### src/rtl/seg7_scan.sv
// Four-digit multiplexed common-anode seven-segment driver with double-buffered value.
// Optional leading-zero blanking: define SEG7_LEADING_ZERO_BLANK_EN.
module seg7_scan #(
  parameter int unsigned DWELL_TICKS = 1
) (
  input  logic        clk,
  input  logic        reset,
  input  logic        clk1khz,
  input  logic [15:0] value,
  input  logic [3:0]  dp,
  input  logic        load,
  output logic [3:0]  an,
  output logic [6:0]  seg,
  output logic        dp_n,
  output logic        frame_done
);

  localparam logic [7:0] DWELL_LAST = 8'(DWELL_TICKS - 1);
  localparam logic [6:0] SEG_OFF    = 7'b1111111;

  typedef enum logic {
    ST_IDLE,
    ST_SCAN
  } state_t;

  state_t      state_q, state_d;
  logic [1:0]  idx_q, idx_d;
  logic [7:0]  dwell_q, dwell_d;
  logic [15:0] pend_val_q, pend_val_d;
  logic [3:0]  pend_dp_q, pend_dp_d;
  logic [15:0] shd_val_q, shd_val_d;
  logic [3:0]  shd_dp_q, shd_dp_d;
  logic [3:0]  an_q, an_d;
  logic [6:0]  seg_q, seg_d;
  logic        dp_n_q, dp_n_d;
  logic        fd_q, fd_d;
  logic [3:0]  nib;
  logic        blank;

  function automatic logic [6:0] hex7(input logic [3:0] h);
    logic [6:0] s;
    unique case (h)
      4'h0: s = 7'b1000000;
      4'h1: s = 7'b1111001;
      4'h2: s = 7'b0100100;
      4'h3: s = 7'b0110000;
      4'h4: s = 7'b0011001;
      4'h5: s = 7'b0010010;
      4'h6: s = 7'b0000010;
      4'h7: s = 7'b1111000;
      4'h8: s = 7'b0000000;
      4'h9: s = 7'b0010000;
      4'hA: s = 7'b0001000;
      4'hB: s = 7'b0000011;
      4'hC: s = 7'b1000110;
      4'hD: s = 7'b0100001;
      4'hE: s = 7'b0000110;
      default: s = 7'b0001110;
    endcase
    return s;
  endfunction

  // A load on the same edge as a frame swap goes straight to the display.
  assign pend_val_d = load ? value : pend_val_q;
  assign pend_dp_d  = load ? dp    : pend_dp_q;

  always_comb begin
    state_d   = state_q;
    idx_d     = idx_q;
    dwell_d   = dwell_q;
    shd_val_d = shd_val_q;
    shd_dp_d  = shd_dp_q;
    fd_d      = 1'b0;
    if (clk1khz) begin
      unique case (state_q)
        ST_IDLE: begin
          state_d   = ST_SCAN;
          shd_val_d = pend_val_d;
          shd_dp_d  = pend_dp_d;
        end
        ST_SCAN: begin
          if (dwell_q == DWELL_LAST) begin
            dwell_d = 8'd0;
            idx_d   = idx_q + 2'd1;
            if (idx_q == 2'd3) begin
              shd_val_d = pend_val_d;
              shd_dp_d  = pend_dp_d;
              fd_d      = 1'b1;
            end
          end else begin
            dwell_d = dwell_q + 8'd1;
          end
        end
        default: state_d = ST_IDLE;
      endcase
    end
  end

  always_comb begin
    nib   = 4'h0;
    blank = 1'b0;
    unique case (idx_d)
      2'd0: nib = shd_val_d[3:0];
      2'd1: nib = shd_val_d[7:4];
      2'd2: nib = shd_val_d[11:8];
      default: nib = shd_val_d[15:12];
    endcase
`ifdef SEG7_LEADING_ZERO_BLANK_EN
    unique case (idx_d)
      2'd0: blank = 1'b0;
      2'd1: blank = (shd_val_d[15:4] == 12'h000);
      2'd2: blank = (shd_val_d[15:8] == 8'h00);
      default: blank = (shd_val_d[15:12] == 4'h0);
    endcase
`else
    blank = 1'b0;
`endif
  end

  always_comb begin
    an_d   = 4'hF;
    seg_d  = SEG_OFF;
    dp_n_d = 1'b1;
    if (state_d == ST_SCAN) begin
      an_d   = ~(4'b0001 << idx_d);
      seg_d  = blank ? SEG_OFF : hex7(nib);
      dp_n_d = ~shd_dp_d[idx_d];
    end
  end

  always_ff @(posedge clk or posedge reset) begin
    if (reset) begin
      state_q    <= ST_IDLE;
      idx_q      <= 2'd0;
      dwell_q    <= 8'd0;
      pend_val_q <= 16'h0000;
      pend_dp_q  <= 4'h0;
      shd_val_q  <= 16'h0000;
      shd_dp_q   <= 4'h0;
      an_q       <= 4'hF;
      seg_q      <= SEG_OFF;
      dp_n_q     <= 1'b1;
      fd_q       <= 1'b0;
    end else begin
      state_q    <= state_d;
      idx_q      <= idx_d;
      dwell_q    <= dwell_d;
      pend_val_q <= pend_val_d;
      pend_dp_q  <= pend_dp_d;
      shd_val_q  <= shd_val_d;
      shd_dp_q   <= shd_dp_d;
      an_q       <= an_d;
      seg_q      <= seg_d;
      dp_n_q     <= dp_n_d;
      fd_q       <= fd_d;
    end
  end

  assign an         = an_q;
  assign seg        = seg_q;
  assign dp_n       = dp_n_q;
  assign frame_done = fd_q;

endmodule

### config.mk
export PLATFORM = sky130hd
export DESIGN_NAME = seg7_scan
export DESIGN_NICKNAME = d
export VERILOG_FILES = /design/src/rtl/seg7_scan.sv
export SDC_FILE = /design/constraint.sdc
export NUM_CORES = 1
export LEC_CHECK = 0
export BUFFER_PORTS_ARGS = -buffer_cell sky130_fd_sc_hd__buf_4
export CAP_MARGIN = 20
export CORE_ASPECT_RATIO = 0.6
export CORE_MARGIN = 5
export CORE_UTILIZATION = 52
export CTS_CLUSTER_DIAMETER = 60
export DETAILED_ROUTE_END_ITERATION = 6
export PLACE_DENSITY = 0.85
export SYNTH_ARGS = -nofsm -noshare
export SYNTH_HDL_FRONTEND = slang
export SYNTH_SLANG_ARGS = --single-unit
### constraint.sdc
create_clock -name clk -period 3.7 [get_ports clk]
set_clock_uncertainty 0.1 [all_clocks]
set_input_delay 0.185 -clock clk [delete_from_list [all_inputs] [get_ports clk]]
set_output_delay 0.185 -clock clk [all_outputs]
set_load 0.03 [all_outputs]
# Word level (Yosys, flattened, before mapping)

Memory sizes are Yosys's and may differ from the RTL's.
Cells that the tools add are included.

Output and inout port bits: 13
Bits in read-only memories: 112
Memories: 1
Bits in registers: 64

Bitwise logic cells: 3
Order comparisons: 1
Reductions and logical operators: 3
Mux-type cells: 25
Shift-type cells: 1
Add/sub/neg operators: 2
Eq/ne operators: 3

Memories:

| name            | depth | bits a word | read ports | clocked after Yosys merged registers in | write ports | RTL line | RTL |
|---|---|---|---|---|---|---|---|
| (no name shown) | 16    | 7           | 1          | 0                                       | 0           | 42       | `unique case (h)` |

Operators by type and width:

| cell                                                       | count |
|---|---|
| two-way mux 16 bit                                         | 4 |
| one-hot mux 16 bit (2 select lines)                        | 1 |
| two-way mux 4 bit                                          | 5 |
| one-hot mux 4 bit (3 select lines)                         | 1 |
| adder 8 x 1 -> 8 bit, second input constant                | 1 |
| zero test 8 bit                                            | 1 |
| two-way mux 8 bit                                          | 1 |
| one-hot mux 4 bit (2 select lines)                         | 1 |
| two-way mux 1 bit                                          | 7 |
| two-way mux 7 bit                                          | 1 |
| two-way mux 2 bit                                          | 3 |
| == test 2 bit, second input constant                       | 2 |
| inverter 4 bit                                             | 1 |
| left shift 1 x 2 -> 4 bit, first input constant            | 1 |
| less-than comparator 2 x 3 -> 1 bit, second input constant | 1 |
| adder 2 x 1 -> 2 bit, second input constant                | 1 |
| binary-select mux 1 bit (select 2 bit)                     | 1 |
| == test 2 x 1 -> 1 bit, second input constant              | 1 |
| zero test 2 bit                                            | 1 |
| inverter 1 bit                                             | 2 |
| AND reduction 2 bit                                        | 1 |

# Depth between registers and ports, before layout

Depth in word-level cells: 9
Gate-level depth with buffers: 15
Gate-level depth less buffers: 12

# Worst setup path after synthesis

No wires, ideal clock.

Kind: register -> register
Start point: reg dwell_q[0]
End point: reg seg_q[0], in the netlist seg[0]
Period minus slack after synthesis: 3.485 ns
Slack: 0.215 ns
Data arrival time: 3.316 ns
Cell stages (with the launch flop): 15
Setup time: 0.069 ns
Path through: dfrtp_1 -> inv_1 -> ha_1 -> nor3b_1 -> a31o_2 -> buf_2 -> buf_4 -> buf_2 -> mux2_2 -> mux4_2 -> inv_1 -> ha_1 -> nor3b_1 -> a31o_2 -> o21ai_2

Elaborated cells between the ends (all ways): 13

RTL lines:

| element                             | RTL line | RTL |
|---|---|---|
| start, declared                     | 28       | `logic [7:0] dwell_q, dwell_d;` |
| start signal, assigned              | 147      | `dwell_q <= dwell_d;` |
| zero test 8 bit                     | 82       | `if (dwell_q == DWELL_LAST) begin` |
| two-way mux 16 bit                  | 82       |  |
| one-hot mux 16 bit (2 select lines) | 75       | `unique case (state_q)` |
| two-way mux 16 bit                  | 74       | `if (clk1khz) begin` |
| via shd_val_d[9]                    | 31       | `logic [15:0] shd_val_q, shd_val_d;` |
| one-hot mux 4 bit (3 select lines)  | 102      | `unique case (idx_d)` |
| memory (16 x 7 bit)                 | -        |  |
| two-way mux 7 bit                   | 124      | `if (state_d == ST_SCAN) begin` |
| via seg_d[0]                        | 34       | `logic [6:0] seg_q, seg_d;` |
| end signal, assigned                | 153      | `seg_q <= seg_d;` |
| end, declared                       | 34       |  |

The timed path passes the listed nets, and every way through them passes these cells.
A chain may end at the register's enable or synchronous reset.

# Worst setup path after layout

Start point: reg dwell_q[4]
End point: reg seg_q[3], in the netlist seg[3]

Same word-level chain as after synthesis.

==> impl_metrics.py <==
metrics = {
    "die": {
        "start_util": 0.540,
        "fp.dieH_um": 69.2,
        "dieWidth_um": 109,
        "io_pins": 37,
        "rows": 21,
        "die-area_um2": 7520,
        "core_region_area_um2": 5620,
    },
    "worst_setup_path": {
        "crit_path_max_incr_delay_ns": 0.55,
        "worst-path-max-fanout": 18,
        "critPathTopFamily": "multiplexers",
        "cp_slowest_cell": "nor4_2",
        "path_cells": "nor4_2 > a31o_2 > mux2_2 > mux4_2 > inv_1 > ha_1 > mux2i_1 > nand2_1 > o211ai_2",
        "worstPathArrival_ns": 3.59,
        "cp-start-kind": "flip-flop",
        "path_buf_inv": 1,
        "crit_required_ns": 3.88,
        "path_class": "reg -> reg",
        "crit_path_end_kind": "flip-flop",
    },
    "clock_network": {
        "h-tree-depth": 3,
        "post_cts_resized": 0,
        "cts_num_sinks": 64,
        "clk_path_buf_depth": 2,
        "cts_buffers": 9,
        "cts_tree": "done",
        "clock_latency_ns": 0.35,
        "clk_pin_slew_worst_paths_ns": 0.07,
        "cts-root-buf": "clkbuf_8",
    },
    "synthesis": {
        "post_synth.cell_area_avg_um2": 12.0,
        "yosysSeqAreaShare": 0.533,
        "synth_fa_ha_area_frac": 0.0371,
        "synth_cells": 252,
        "yosys_most_used_dff": "dfrtp_1",
        "synth-simple-area-share": 0.101,
        "synthDistinctLibCells": 52,
        "ys.warnings.count": 0,
        "synth_fp_nets": 285,
        "synthMuxAreaShare": 0.156,
        "synth_top_family_by_area": "multiplexers",
        "synth_xor_area_frac": 0.0173,
        "synthArstFlopShare": 1.00,
        "ys_ff_latch": 64,
        "synth-edff-count": 0,
        "synthesis.area_um2": 3040,
        "synth-compound-area-share": 0.111,
    },
    "finish": {
        "final_nets": 346,
        "instances_no_fill": 398,
        "fin_util": 0.673,
        "fillers": 454,
        "area_growth_pct": 24.6,
        "n_antenna_cell": 0,
        "drive_gt1_frac": 0.374,
    },
    "timing": {
        "setup_viol": 0,
        "relSlewSlack": 0.606,
        "hold_viol": 0,
        "worst_pin_slew_ns": 0.590,
        "setup_tns_ns": 0,
        "slew_viol_final": 0,
        "period_share": 0.920,
        "min_period_ns": 3.40,
        "rsz0062_at_grt": "no",
        "fmax_ghz": 0.294,
    },
    "drt": {
        "via_per_inst": 5.30,
        "drtPass1Iterations": 4,
        "num_vias": 2111,
        "final_antenna_net_count": 0,
        "first_iter_violations": 94,
        "wl_per_cell_um": 15.2,
        "drc": 0,
        "wirelength_um": 6050,
    },
    "grt": {
        "antenna_found_initial": 0,
        "grt.overflow.total": 0,
        "grt_pass1_wl_um": 10200,
        "first_global_vias": 2144,
        "grt_max_degree": 38,
        "grtUsageTotal": 0.177,
    },
    "power_and_ir_drop": {
        "p_total_w": 0.00340,
        "total_leakage_power_nw": 1.69,
        "ir_worst_vdd_mv": 0.342,
        "power_density_nw_per_um2": 899,
    },
    "job": {
        "drv_cap": 0,
    },
    "placed_design": {
        "port_buffers": 36,
        "gp_congestion": 0.912,
        "dp_hpwl_um": 4220,
        "place_inst": 363,
    },
    "min_path": {
        "hold_class": "in -> reg",
    },
    "status": {
        "status": "completed",
    },
}
power by group:
part	total (W)	leakage [nW]	internal, W	switching (W)
Clock	0.000614	0.101	0.000345	0.000269
Combinational	0.00170	0.840	0.000739	0.000962
Sequential	0.00109	0.752	0.000985	0.000100
Total	0.00340	1.69	0.00207	0.00133
Yosys cell counts, types with 2 or more instances:
cell       count  area (um2)
or2_2          4        25.0
buf_2          3        15.0
dfrtp_1       52        1300
nand3_1        3        15.0
a21oi_1       12        60.1
nor3_1         3        15.0
clkbuf_1       5        18.8
xnor2_1        4        35.0
or4_1          2        15.0
nor3b_1        2        15.0
nand2_1       12        45.0
xor2_1         2        17.5
o21ai_0        5        25.0
mux4_2         2        45.0
o21a_1         3        22.5
o21ai_1        3        15.0
a311oi_1       2        17.5
a31oi_1        4        25.0
dfstp_2       12         315
a31o_2         2        17.5
mux2_2        30         338
inv_1         19        71.3
and2_1         2        12.5
nand2b_1       2        12.5
ha_1           9         113
mux2i_1        9        90.1
nand4_1        3        18.8
a2111oi_0      4        35.0
nor2_1        13        48.8
buf_6          2        22.5
metrics by stage:
| stage | cell area [um2] | worst slack, ns | hold slack, ns |
|---|---|---|---|
| 2_1_floorplan | 3040 | 0.215 | 0.227 |
| 3_3_place_gp | 3390 | 0.447 | 0.189 |
| 3_5_place_dp | 3390 | 0.342 | 0.188 |
| 4_1_cts | 3780 | 0.324 | 0.0308 |
| 5_1_grt | 3780 | 0.169 | 0.0515 |
| 6_report | 3780 | 0.295 | 0.0492 |
per-layer routing:
layer / up-vias / share of wire / global-route usage
li1: 1010 / - / -
met5: - / 0 / 0
met2: 67 / 0.45 / 0.256
met1: 1029 / 0.49 / 0.244
met3: 5 / 0.056 / 0.0791
met4: 0 / 0.010 / 0.0392
final timing paths:
path / startpoint / endpoint / slack, ns / cells past startpoint
min in group asynchronous: reset / shd_val_q[2] / 0.37 / 3
max in group asynchronous: reset / an[1] / 2.25 / 4
min: value[3] / pend_val_q[3] / 0.05 / 3
min reg2reg: pend_dp_q[1] / pend_dp_q[1] / 0.39 / 2
max: dwell_q[4] / seg[3] / 0.30 / 9
max reg2reg: dwell_q[4] / seg[3] / 0.30 / 9
cell families (layout without fill, tap and decap cells):
kind of cell | count (synthesis) | in the layout
flops | 64 | 64
simple gates | 56 | 56
compound gates | 46 | 46
mux | 41 | 41
buf+inv | 30 | 96
fa+ha+maj | 9 | 9
xor+xnor | 6 | 6
area by class of cell:
class,instances,area (um2),area share
flip-flops and latches,64,1620,0.427
inverters,19,71.3,0.0188
clock buffers,11,151,0.0400
well taps,80,100,0.0265
clock inverters,5,55.1,0.0146
repair buffers,61,505,0.134
multi-input cells,158,1280,0.339
placed cells by master (no fill, tap or decap), types with 2 or more instances in the layout:
master	instances
a2111oi_0	4
a21oi_1	12
a311oi_1	2
a31o_2	2
a31oi_1	4
and2_1	2
buf_4	42
clkbuf_8	11
clkinv_2	2
clkinvlp_4	2
dfrtp_1	52
dfstp_2	12
dlygate4sd3_1	19
ha_1	9
inv_1	18
mux2_2	30
mux2i_1	9
mux4_2	2
nand2_1	12
nand2b_1	2
nand3_1	3
nand4_1	3
nor2_1	13
nor3_1	3
nor3b_1	2
o21a_1	3
o21ai_0	5
o21ai_1	3
or2_2	4
or4_1	2
xnor2_1	4
xor2_1	2
worst reg2reg max path, delay by kind of cell (launching register included):
kind | cells | cell delay (ns)
AOI/OAI and AO/OA | 2 | 0.61
adders and majority gates | 1 | 0.28
and+or+nand+nor | 2 | 0.63
muxes | 3 | 1.09
buffers and inverters | 1 | 0.18
DFF | 1 | 0.44
registers in the layout, summed over array words and instances (netlist names):
name and flops:
seg 7, shd_val_q 16, pend_val_q 16, dwell_q 8, idx_q 2, dp_n 1
state_q 1, frame_done 1, an 4, pend_dp_q 4, shd_dp_q 4
timing repair:
action	in CTS	in global routing
buffers inserted	0	0
hold endpoints to repair	39	0
hold buffers	19	0
Power figures use the tool's default switching activity.
